`src/rtl/nec_ir_pkg.sv`:
```
// Shared types and timing windows for the NEC IR frame decoder.
// All widths are in sample-strobe units (1/8 of an NEC unit).
package nec_ir_pkg;

    typedef enum logic [2:0] {
        StIdle,
        StLeadMark,
        StLeadSpace,
        StBitMark,
        StBitSpace,
        StStop,
        StRptStop
    } nec_state_e;

    localparam logic [7:0] LeadMarkMin  = 8'd112;
    localparam logic [7:0] LeadMarkMax  = 8'd144;
    localparam logic [7:0] LeadSpaceMin = 8'd56;
    localparam logic [7:0] LeadSpaceMax = 8'd72;
    localparam logic [7:0] RptSpaceMin  = 8'd24;
    localparam logic [7:0] RptSpaceMax  = 8'd40;
    localparam logic [7:0] BitMarkMin   = 8'd4;
    localparam logic [7:0] BitMarkMax   = 8'd12;
    localparam logic [7:0] Space0Min    = 8'd4;
    localparam logic [7:0] Space0Max    = 8'd12;
    localparam logic [7:0] Space1Min    = 8'd16;
    localparam logic [7:0] Space1Max    = 8'd32;
    localparam logic [7:0] Timeout      = 8'd160;

    // Byte positions in the LSB-first shift register.
    localparam int unsigned AddrLsb    = 0;
    localparam int unsigned AddrInvLsb = 8;
    localparam int unsigned CmdLsb     = 16;
    localparam int unsigned CmdInvLsb  = 24;

    function automatic logic in_window(input logic [7:0] w, input logic [7:0] lo,
                                       input logic [7:0] hi);
        return (w >= lo) && (w <= hi);
    endfunction

endpackage

```
`src/rtl/nec_ir_input_filter.sv`:
```
// Synchroniser, sample prescaler and 3-sample majority filter for the raw IR pin.
// Emits one-cycle mark edge strobes, delayed one cycle after the sample strobe that saw them.
module nec_ir_input_filter #(
    parameter int unsigned SAMPLE_DIV    = 2813,
    parameter bit          IR_ACTIVE_LOW = 1'b1
) (
    input  logic wb_clk_i,
    input  logic wb_rst_i,
    input  logic ir_i,
    output logic sample_stb_o,
    output logic mark_rise_o,
    output logic mark_fall_o
);

    // Raw pin level when no carrier is present; reset to it so reset never looks like an edge.
    localparam logic        IdleLevel = IR_ACTIVE_LOW;
    localparam logic [15:0] PrescLast = 16'(SAMPLE_DIV - 1);

    logic [1:0]  sync_q;
    logic [15:0] presc_q, presc_d;
    logic [2:0]  hist_q, hist_d;
    logic        mark_q, mark_d;
    logic        rise_q, rise_d;
    logic        fall_q, fall_d;

    assign sample_stb_o = (presc_q == PrescLast);
    assign mark_rise_o  = rise_q;
    assign mark_fall_o  = fall_q;

    always_comb begin
        presc_d = sample_stb_o ? 16'd0 : presc_q + 16'd1;
        hist_d  = hist_q;
        mark_d  = mark_q;
        rise_d  = 1'b0;
        fall_d  = 1'b0;
        if (sample_stb_o) begin
            hist_d = {hist_q[1:0], sync_q[1]};
            mark_d = ((hist_d[0] & hist_d[1]) | (hist_d[0] & hist_d[2]) | (hist_d[1] & hist_d[2]))
                     ^ IR_ACTIVE_LOW;
            rise_d = mark_d & ~mark_q;
            fall_d = ~mark_d & mark_q;
        end
    end

    always_ff @(posedge wb_clk_i or posedge wb_rst_i) begin
        if (wb_rst_i) begin
            sync_q  <= {2{IdleLevel}};
            presc_q <= 16'd0;
            hist_q  <= {3{IdleLevel}};
            mark_q  <= 1'b0;
            rise_q  <= 1'b0;
            fall_q  <= 1'b0;
        end else begin
            sync_q  <= {sync_q[0], ir_i};
            presc_q <= presc_d;
            hist_q  <= hist_d;
            mark_q  <= mark_d;
            rise_q  <= rise_d;
            fall_q  <= fall_d;
        end
    end

endmodule

```
`src/rtl/nec_ir_frame_decoder.sv`:
```
// NEC IR frame decoder: width measurement, protocol FSM, inverse-byte check and output strobes.
// Consumes filtered mark edges from nec_ir_input_filter.
module nec_ir_frame_decoder
    import nec_ir_pkg::*;
#(
    parameter int unsigned SAMPLE_DIV    = 2813,
    parameter bit          IR_ACTIVE_LOW = 1'b1
) (
    input  logic       wb_clk_i,
    input  logic       wb_rst_i,
    input  logic       enable_i,
    input  logic       ir_i,
    output logic       frame_valid_o,
    output logic       repeat_o,
    output logic       error_o,
    output logic [7:0] addr_o,
    output logic [7:0] data_o,
    output logic       busy_o
);

    logic sample_stb, mark_rise, mark_fall, mark_edge;

    nec_ir_input_filter #(
        .SAMPLE_DIV    (SAMPLE_DIV),
        .IR_ACTIVE_LOW (IR_ACTIVE_LOW)
    ) u_filter (
        .wb_clk_i     (wb_clk_i),
        .wb_rst_i     (wb_rst_i),
        .ir_i         (ir_i),
        .sample_stb_o (sample_stb),
        .mark_rise_o  (mark_rise),
        .mark_fall_o  (mark_fall)
    );

    assign mark_edge = mark_rise | mark_fall;

    nec_state_e  state_q, state_d;
    logic [7:0]  width_q, width_d;
    logic [4:0]  bit_cnt_q, bit_cnt_d;
    logic [31:0] sr_q, sr_d;
    logic [7:0]  addr_q, addr_d, data_q, data_d;
    logic        last_valid_q, last_valid_d;
    logic        frame_valid_q, frame_valid_d;
    logic        repeat_q, repeat_d;
    logic        error_q, error_d;
    logic        sp0_hit, sp1_hit, inv_ok;

    assign sp0_hit = in_window(width_q, Space0Min, Space0Max);
    assign sp1_hit = in_window(width_q, Space1Min, Space1Max);
    assign inv_ok  = ((sr_q[AddrLsb +: 8] ^ sr_q[AddrInvLsb +: 8]) == 8'hFF)
                  && ((sr_q[CmdLsb +: 8] ^ sr_q[CmdInvLsb +: 8]) == 8'hFF);

    // Width is the sample count since the previous edge, so it is read before being cleared.
    always_comb begin
        width_d = width_q;
        if (mark_edge) begin
            width_d = 8'd0;
        end else if (sample_stb && width_q != 8'hFF) begin
            width_d = width_q + 8'd1;
        end
    end

    always_comb begin
        state_d       = state_q;
        bit_cnt_d     = bit_cnt_q;
        sr_d          = sr_q;
        addr_d        = addr_q;
        data_d        = data_q;
        last_valid_d  = last_valid_q;
        frame_valid_d = 1'b0;
        repeat_d      = 1'b0;
        error_d       = 1'b0;
        if (!enable_i) begin
            state_d   = StIdle;
            bit_cnt_d = 5'd0;
            sr_d      = 32'd0;
        end else begin
            unique case (state_q)
                StIdle: if (mark_rise) state_d = StLeadMark;
                StLeadMark: if (mark_fall) begin
                    if (in_window(width_q, LeadMarkMin, LeadMarkMax)) begin
                        state_d = StLeadSpace;
                    end else begin
                        error_d = 1'b1;
                        state_d = StIdle;
                    end
                end
                StLeadSpace: if (mark_rise) begin
                    if (in_window(width_q, LeadSpaceMin, LeadSpaceMax)) begin
                        bit_cnt_d = 5'd0;
                        sr_d      = 32'd0;
                        state_d   = StBitMark;
                    end else if (in_window(width_q, RptSpaceMin, RptSpaceMax)) begin
                        state_d = StRptStop;
                    end else begin
                        error_d = 1'b1;
                        state_d = StIdle;
                    end
                end
                StBitMark: if (mark_fall) begin
                    if (in_window(width_q, BitMarkMin, BitMarkMax)) begin
                        state_d = StBitSpace;
                    end else begin
                        error_d = 1'b1;
                        state_d = StIdle;
                    end
                end
                StBitSpace: if (mark_rise) begin
                    if (sp0_hit || sp1_hit) begin
                        sr_d = {sp1_hit, sr_q[31:1]};
                        if (bit_cnt_q == 5'd31) begin
                            state_d = StStop;
                        end else begin
                            bit_cnt_d = bit_cnt_q + 5'd1;
                            state_d   = StBitMark;
                        end
                    end else begin
                        error_d = 1'b1;
                        state_d = StIdle;
                    end
                end
                StStop: if (mark_fall) begin
                    state_d = StIdle;
                    if (in_window(width_q, BitMarkMin, BitMarkMax) && inv_ok) begin
                        addr_d        = sr_q[AddrLsb +: 8];
                        data_d        = sr_q[CmdLsb +: 8];
                        frame_valid_d = 1'b1;
                        last_valid_d  = 1'b1;
                    end else begin
                        error_d = 1'b1;
                        if (in_window(width_q, BitMarkMin, BitMarkMax)) last_valid_d = 1'b0;
                    end
                end
                StRptStop: if (mark_fall) begin
                    state_d = StIdle;
                    if (in_window(width_q, BitMarkMin, BitMarkMax) && last_valid_q) begin
                        repeat_d = 1'b1;
                    end else begin
                        error_d = 1'b1;
                    end
                end
                default: state_d = StIdle;
            endcase
            // An edge in the same cycle is classified instead of timing out.
            if (!mark_edge && width_q == Timeout && state_q != StIdle) begin
                error_d = 1'b1;
                state_d = StIdle;
            end
        end
    end

    always_ff @(posedge wb_clk_i or posedge wb_rst_i) begin
        if (wb_rst_i) begin
            state_q       <= StIdle;
            width_q       <= 8'd0;
            bit_cnt_q     <= 5'd0;
            sr_q          <= 32'd0;
            addr_q        <= 8'd0;
            data_q        <= 8'd0;
            last_valid_q  <= 1'b0;
            frame_valid_q <= 1'b0;
            repeat_q      <= 1'b0;
            error_q       <= 1'b0;
        end else begin
            state_q       <= state_d;
            width_q       <= width_d;
            bit_cnt_q     <= bit_cnt_d;
            sr_q          <= sr_d;
            addr_q        <= addr_d;
            data_q        <= data_d;
            last_valid_q  <= last_valid_d;
            frame_valid_q <= frame_valid_d;
            repeat_q      <= repeat_d;
            error_q       <= error_d;
        end
    end

    assign frame_valid_o = frame_valid_q;
    assign repeat_o      = repeat_q;
    assign error_o       = error_q;
    assign addr_o        = addr_q;
    assign data_o        = data_q;
    assign busy_o        = (state_q != StIdle);

endmodule

```
`config.mk`:
```
export PLATFORM = sky130hd
export DESIGN_NAME = nec_ir_frame_decoder
export DESIGN_NICKNAME = d
export VERILOG_FILES = /design/src/rtl/nec_ir_pkg.sv /design/src/rtl/nec_ir_input_filter.sv /design/src/rtl/nec_ir_frame_decoder.sv
export SDC_FILE = /design/constraint.sdc
export NUM_CORES = 1
export LEC_CHECK = 0
export BUFFER_PORTS_ARGS = -buffer_cell sky130_fd_sc_hd__buf_2
export CAP_MARGIN = 20
export CORE_MARGIN = 2
export CORE_UTILIZATION = 30
export CTS_CLUSTER_SIZE = 28
export DETAILED_ROUTE_END_ITERATION = 12
export GPL_TIMING_DRIVEN = 1
export PLACE_DENSITY = 0.55
export SLEW_MARGIN = 15
export SYNTH_ARGS = -nofsm -noshare
export SYNTH_HDL_FRONTEND = slang
export SYNTH_SLANG_ARGS = --single-unit
```
`constraint.sdc`:
```
create_clock -name wb_clk_i -period 3.1 [get_ports wb_clk_i]
set_input_delay 0.465 -clock wb_clk_i [delete_from_list [all_inputs] [get_ports wb_clk_i]]
set_output_delay 0.465 -clock wb_clk_i [all_outputs]
set_load 0.01 [all_outputs]
```
# After elaboration in Yosys (flattened, before gate mapping)
# Cells that the tools add are included.
# op_classes
multipliers	0
order_cmp	10
shift	0
addsub	3
reduce_logical	23
bitwise	12
eq_ne	24
div_mod_pow	0
mux	59
# op_table
op	count
$mux W32	5
$pmux W32 S2	1
$mux W3	13
$mux W5	6
$mux W1	27
$eq A8 B8 Y1 const B	3
$ne A4 B3 Y1 const B	5
$pmux W3 S6	1
$add A16 B1 Y16 const B	1
$eq A16 B12 Y1 const B	1
$ge A8 B5 Y1 const B	2
$le A8 B6 Y1 const B	2
$mux W16	1
$mux W8	2
$xor A8 B8 Y8	2
$reduce_and A6 Y1	2
$logic_and A1 B1 Y1	11
$pmux W5 S2	1
$eq A3 B3 Y1 const B	3
$ne A3 B3 Y1 const B	3
$add A8 B1 Y8 const B	1
$ge A8 B3 Y1 const B	1
$ge A8 B6 Y1 const B	1
$ge A8 B7 Y1 const B	1
other kinds (24)	35
# word_totals
inputBits	4
ramBits	0
latch_bits	0
reg_bits	91
mem_count	0
word_cells	147
rom_bits	0

# Depth between registers and ports, before layout
# logic_depth
ltp_word	9
depth_mapped	9
ltp_nobuf	8

# Hierarchy
# Synthesis repeated with hierarchy kept, for this count alone.
# unflattened
cells_unflattened	447
hier_area_um2	4673.2
# by_module_without_submodules
module	cells_per_inst	n_inst	area_each_um2	seq_area_each_um2
nec_ir_frame_decoder	358	1	3626.0	1701.6
nec_ir_input_filter	89	1	1047.3	580.6

# Worst setup path before layout
# OpenSTA, ideal clock, no wires.
# synth_timing
path_type	register to register
start	reg width_q[0]
end	reg addr_q[0] (netlist: addr_o[0])
arrival_time_ps	2073
synth_period_minus_slack_ps	2199
stages_incl_launch_ff	10
slack_ps	901
path_cell_list	dfrtp_1 inv_1 ha_1 nor2_2 nor4_4 nand3_2 or3b_1 buf_6 buf_12 mux2_4
# synth_between
elab_chain_cells	4
word_cells_on_any_way	5
cone_classes	2 x order compare; 3 x reduce/logical
# synth_lines
item	line	text
start: declaration	nec_ir_frame_decoder.sv:38	logic [7:0] width_q, width_d;
start signal: assignment	nec_ir_frame_decoder.sv:166	width_q <= width_d;
$ge A8 B3 Y1 or $le A8 B4 Y1 (tied branches)	nec_ir_pkg.sv:37	return (w >= lo) && (w <= hi);
$logic_and A1 B1 Y1 (*)	nec_ir_pkg.sv:37	
$logic_and A1 B1 Y1 (*)	nec_ir_frame_decoder.sv:124	if (in_window(width_q, BitMarkMin, BitMarkMax) && inv_ok) begin
$reduce_and A4 Y1 (no line) (*)	n/a	
end signal: assignment	nec_ir_frame_decoder.sv:169	addr_q <= addr_d;
end: declaration	nec_ir_frame_decoder.sv:41	logic [7:0] addr_q, addr_d, data_q, data_d;
# Mark *: on every way between the ends. The rest lies on a longest branch, timed or not.
# A chain may end at the register's enable or synchronous reset.

# Worst setup path in the final report
# layout_timing
start	reg width_q[0]
end	reg bit_cnt_q[0]
# layout_between
elab_chain_cells	5
word_cells_on_any_way	13
cone_classes	6 x order compare; 2 x eq/ne; 5 x reduce/logical
# layout_lines
item	line	text
$ge A8 B3 Y1 (tied with other cells)	nec_ir_pkg.sv:37	
$logic_and A1 B1 Y1	nec_ir_pkg.sv:37	
$logic_or A1 B1 Y1	nec_ir_frame_decoder.sv:109	if (sp0_hit || sp1_hit) begin
$ne A3 B3 Y1 (no line)	n/a	
$reduce_and A6 Y1 (no line) (*)	n/a	
end signal: assignment	nec_ir_frame_decoder.sv:167	bit_cnt_q <= bit_cnt_d;
end: declaration	nec_ir_frame_decoder.sv:39	logic [4:0] bit_cnt_q, bit_cnt_d;
# Marks and branches as above.

==> metrics.md <==
| Metric | Value |
|---|---|
| Gp weighted congestion | `0.835` |
| Area after DPL | `0.00508 mm²` |
| Root buffer cell | `clkbuf_16` |
| Vias per cell | `4.79` |
| RSZ-0062 raised after global routing | `false` |
| Share of the yosys chip area belonging to registers | `47.9%` |
| Vias in the first global route | `3358` |
| Final Hold Viols | `0` |
| # IOs | `24` |
| Setup tns final | `0 ns` |
| Final Slew Violations | `0` |
| # nets final | `493` |
| Syn. warnings | `0` |
| H-tree lvl count | `3` |
| Final worst path period need | `2.59 ns` |
| Post-Layout Cell Count | `704` |
| PortBufs | `23` |
| Routed WL | `9790 µm` |
| Die width | `130 µm` |
| Leakage | `2.35 nW` |
| PD cells | `438 mW/mm²` |
| Post-DR wirelength/cell | `13.9 µm` |
| Design area | `0.00539 mm²` |
| Total CTS buffers | `9` |
| CTS Buffer Depth | `2` |
| WS Path Type | `flop to flop` |
| Netlist cell types | `56` |
| Rel. slew slack | `47.9%` |
| Post-cts hold buffer count | `0` |
| Hold Crit Class | `input port to flop` |
| Share of cells above drive strength 1 | `16.8%` |
| DIE AREA | `0.0169 mm²` |
| First-pass GRT wire length | `16800 µm` |
| Pin count of the biggest net entering global routing | `49` |
| Initial Util | `30.3%` |
| EDFF count, synth | `0` |
| DR vias | `3372` |
| Status | `finished, final reports clean` |
| WP data required | `3.33 ns` |
| Least-Margin Pin Slew | `0.781 ns` |
| Row count | `46` |
| CTS tree | `yes` |
| Area Overhead vs Synth | `13.3%` |
| Crit. End Element | `flop` |
| Initial antenna violation count | `0` |
| Max Freq | `387 MHz` |
| Inst Count DP | `688` |
| Max VDD drop | `250 µV` |
| Top FF cell, synth | `dfrtp_1` |
| CTS Sinks | `91` |
| Diode count | `0` |
| Crit path arrival time | `2.81 ns` |
| Fraction of registers with async set/reset | `100%` |
| Detailed placer's ending HPWL | `6530 µm` |
| Pre-antenna DRT Iters | `5` |
| Initial drt markers | `241` |
| Power Total | `2.36 mW` |
| Setup bufs post-CTS | `0` |
| Max FO, Critical Path | `7` |
| Die Y | `130 µm` |
| Gr ovfl total | `0` |
| Period Utilization, post-route | `83.4%` |
| Mean Syn Cell Area | `10.2 µm²` |
| Synthesis-stage register bit count | `91` |
| Clock edge transition at the registers on the reported setup and hold paths | `0.07 ns` |
| Final ANT Viol Nets | `0` |
| Fill cell count | `1586` |
| Critical Path Start Type | `flop` |
| Core Region | `0.0157 mm²` |
| Clk_skew | `0.00921 ns` |
| Mapped Cells | `465` |
| Resize count post-CTS | `0` |
| DRC | `0` |
| Syn Nets | `475` |
| Clk Latency, worst-skew pair | `0.34 ns` |
| Final setup viols | `0` |
| Synthesized area | `0.00476 mm²` |
| Max cap viols | `0` |
| Total GRT Usage | `12.4%` |
-- cell usage after synthesis (2+ instances only) --
master | number | area share (%)
and2_1 | 2 | 0.26
mux2_4 | 9 | 2.8
xnor2_1 | 18 | 3.3
dfrtp_1 | 87 | 46
nand4_1 | 5 | 0.66
o31ai_1 | 4 | 0.63
clkbuf_1 | 14 | 1.1
a211o_1 | 2 | 0.37
mux2_2 | 10 | 2.4
nor3b_1 | 3 | 0.47
a31oi_1 | 3 | 0.39
xor2_1 | 16 | 2.9
nor2_1 | 25 | 2.0
nor4_1 | 4 | 0.53
nand2_1 | 85 | 6.7
or3_1 | 5 | 0.66
a21oi_1 | 11 | 1.2
nor4_4 | 2 | 0.89
dfstp_2 | 4 | 2.2
buf_6 | 6 | 1.4
a211oi_1 | 3 | 0.47
buf_2 | 2 | 0.21
or2_2 | 5 | 0.66
mux2i_1 | 37 | 7.8
nand2b_1 | 4 | 0.53
and3_1 | 7 | 0.92
ha_1 | 6 | 1.6
o21ai_0 | 17 | 1.8
o21ai_1 | 2 | 0.21
nor4b_1 | 3 | 0.55
nor3_1 | 7 | 0.74
nand3_1 | 18 | 1.9
nor2b_1 | 5 | 0.66
inv_1 | 12 | 0.95
-- path summary, 6_finish.rpt --
check	from	end	slack, ns	cells past startpoint
hold reg to reg	u_filter.sync_q[0]	u_filter.sync_q[1]	0.36	0
hold / removal	ir_i	u_filter.sync_q[0]	0.22	1
min in group asynchronous	wb_rst_i	u_filter.presc_q[7]	0.23	2
max in group asynchronous	wb_rst_i	data_o[5]	2.13	3
setup / recovery	width_q[0]	bit_cnt_q[0]	0.51	8
setup reg to reg	width_q[0]	bit_cnt_q[0]	0.51	8
-- report_power, final --
part | switching (mW) | internal (mW)
clock | 0.460 | 0.672
sequential | 0.000468 | 1.19
combinational | 0.0344 | 0.00693
total | 0.495 | 1.87
-- final cells by class --
cell class | instances | area, µm² | area share, %
clock buffers | 13 | 260 | 4.83
clock inverters | 3 | 46.3 | 0.859
inverters | 12 | 46.3 | 0.859
multi-input cells | 338 | 2290 | 42.4
flip-flops and latches | 91 | 2280 | 42.3
well taps | 216 | 270 | 5.01
repair buffers | 31 | 200 | 3.71
-- layer usage --
metal / share of wire [%] / global-route usage [%] / wire length [µm]
met4: 0.79 / 3.67 / 77
met5: 0 / 0 / 0
met2: 45 / 19.1 / 4420
met3: 4.3 / 3.32 / 420
met1: 50 / 17.3 / 4870
-- cell families (layout without fill, tap and decap cells) --
group	Yosys count	count (layout)	synth area share, %
buffers and inverters	36	59	4.18
XOR/XNOR	34	34	6.26
AO/OA/AOI/OAI	50	50	6.52
AND/OR/NAND/NOR	191	191	20.3
adder cells (fa/ha/maj)	7	7	1.79
multiplexers	56	56	13.0
flip-flops	91	91	47.9
-- worst max-delay path: stages (launching register included) --
cell     delay [ns]
dfrtp_1        0.44
inv_1          0.08
ha_1           0.19
nor3b_1        0.35
nand2_1        0.11
o21ai_1        0.29
nand2_1        0.25
a21oi_1        0.38
mux2_2         0.39
-- layout by cell type (no fill, tap or decap), types with 16 or more instances in the layout --
cell type / synthesis / routed
o21ai_0: 17 / 17
nand3_1: 18 / 18
xnor2_1: 18 / 18
mux2i_1: 37 / 37
buf_2: 2 / 23
dfrtp_1: 87 / 87
xor2_1: 16 / 16
nor2_1: 25 / 25
nand2_1: 85 / 85
-- registers in the layout, summed over array words and instances (netlist names), 2 cells and up --
name              flops
u_filter.presc_q     16
addr_o                8
bit_cnt_q             5
u_filter.hist_q       2
data_o                8
u_filter.sync_q       2
sr_q                 32
state_q               3
width_q               8
-- per-stage QoR --
stage               utilization [%]  setup WS [ns]  hold WS [ns]
floorplan                         -          0.278         0.345
global placement               32.4          0.674         0.348
detailed placement             32.4          0.555         0.347
CTS                            34.3          0.533         0.206
global route                   34.3          0.377         0.207
finish                         34.3          0.514         0.221
No activity file was read; power rests on OpenSTA's default activity.
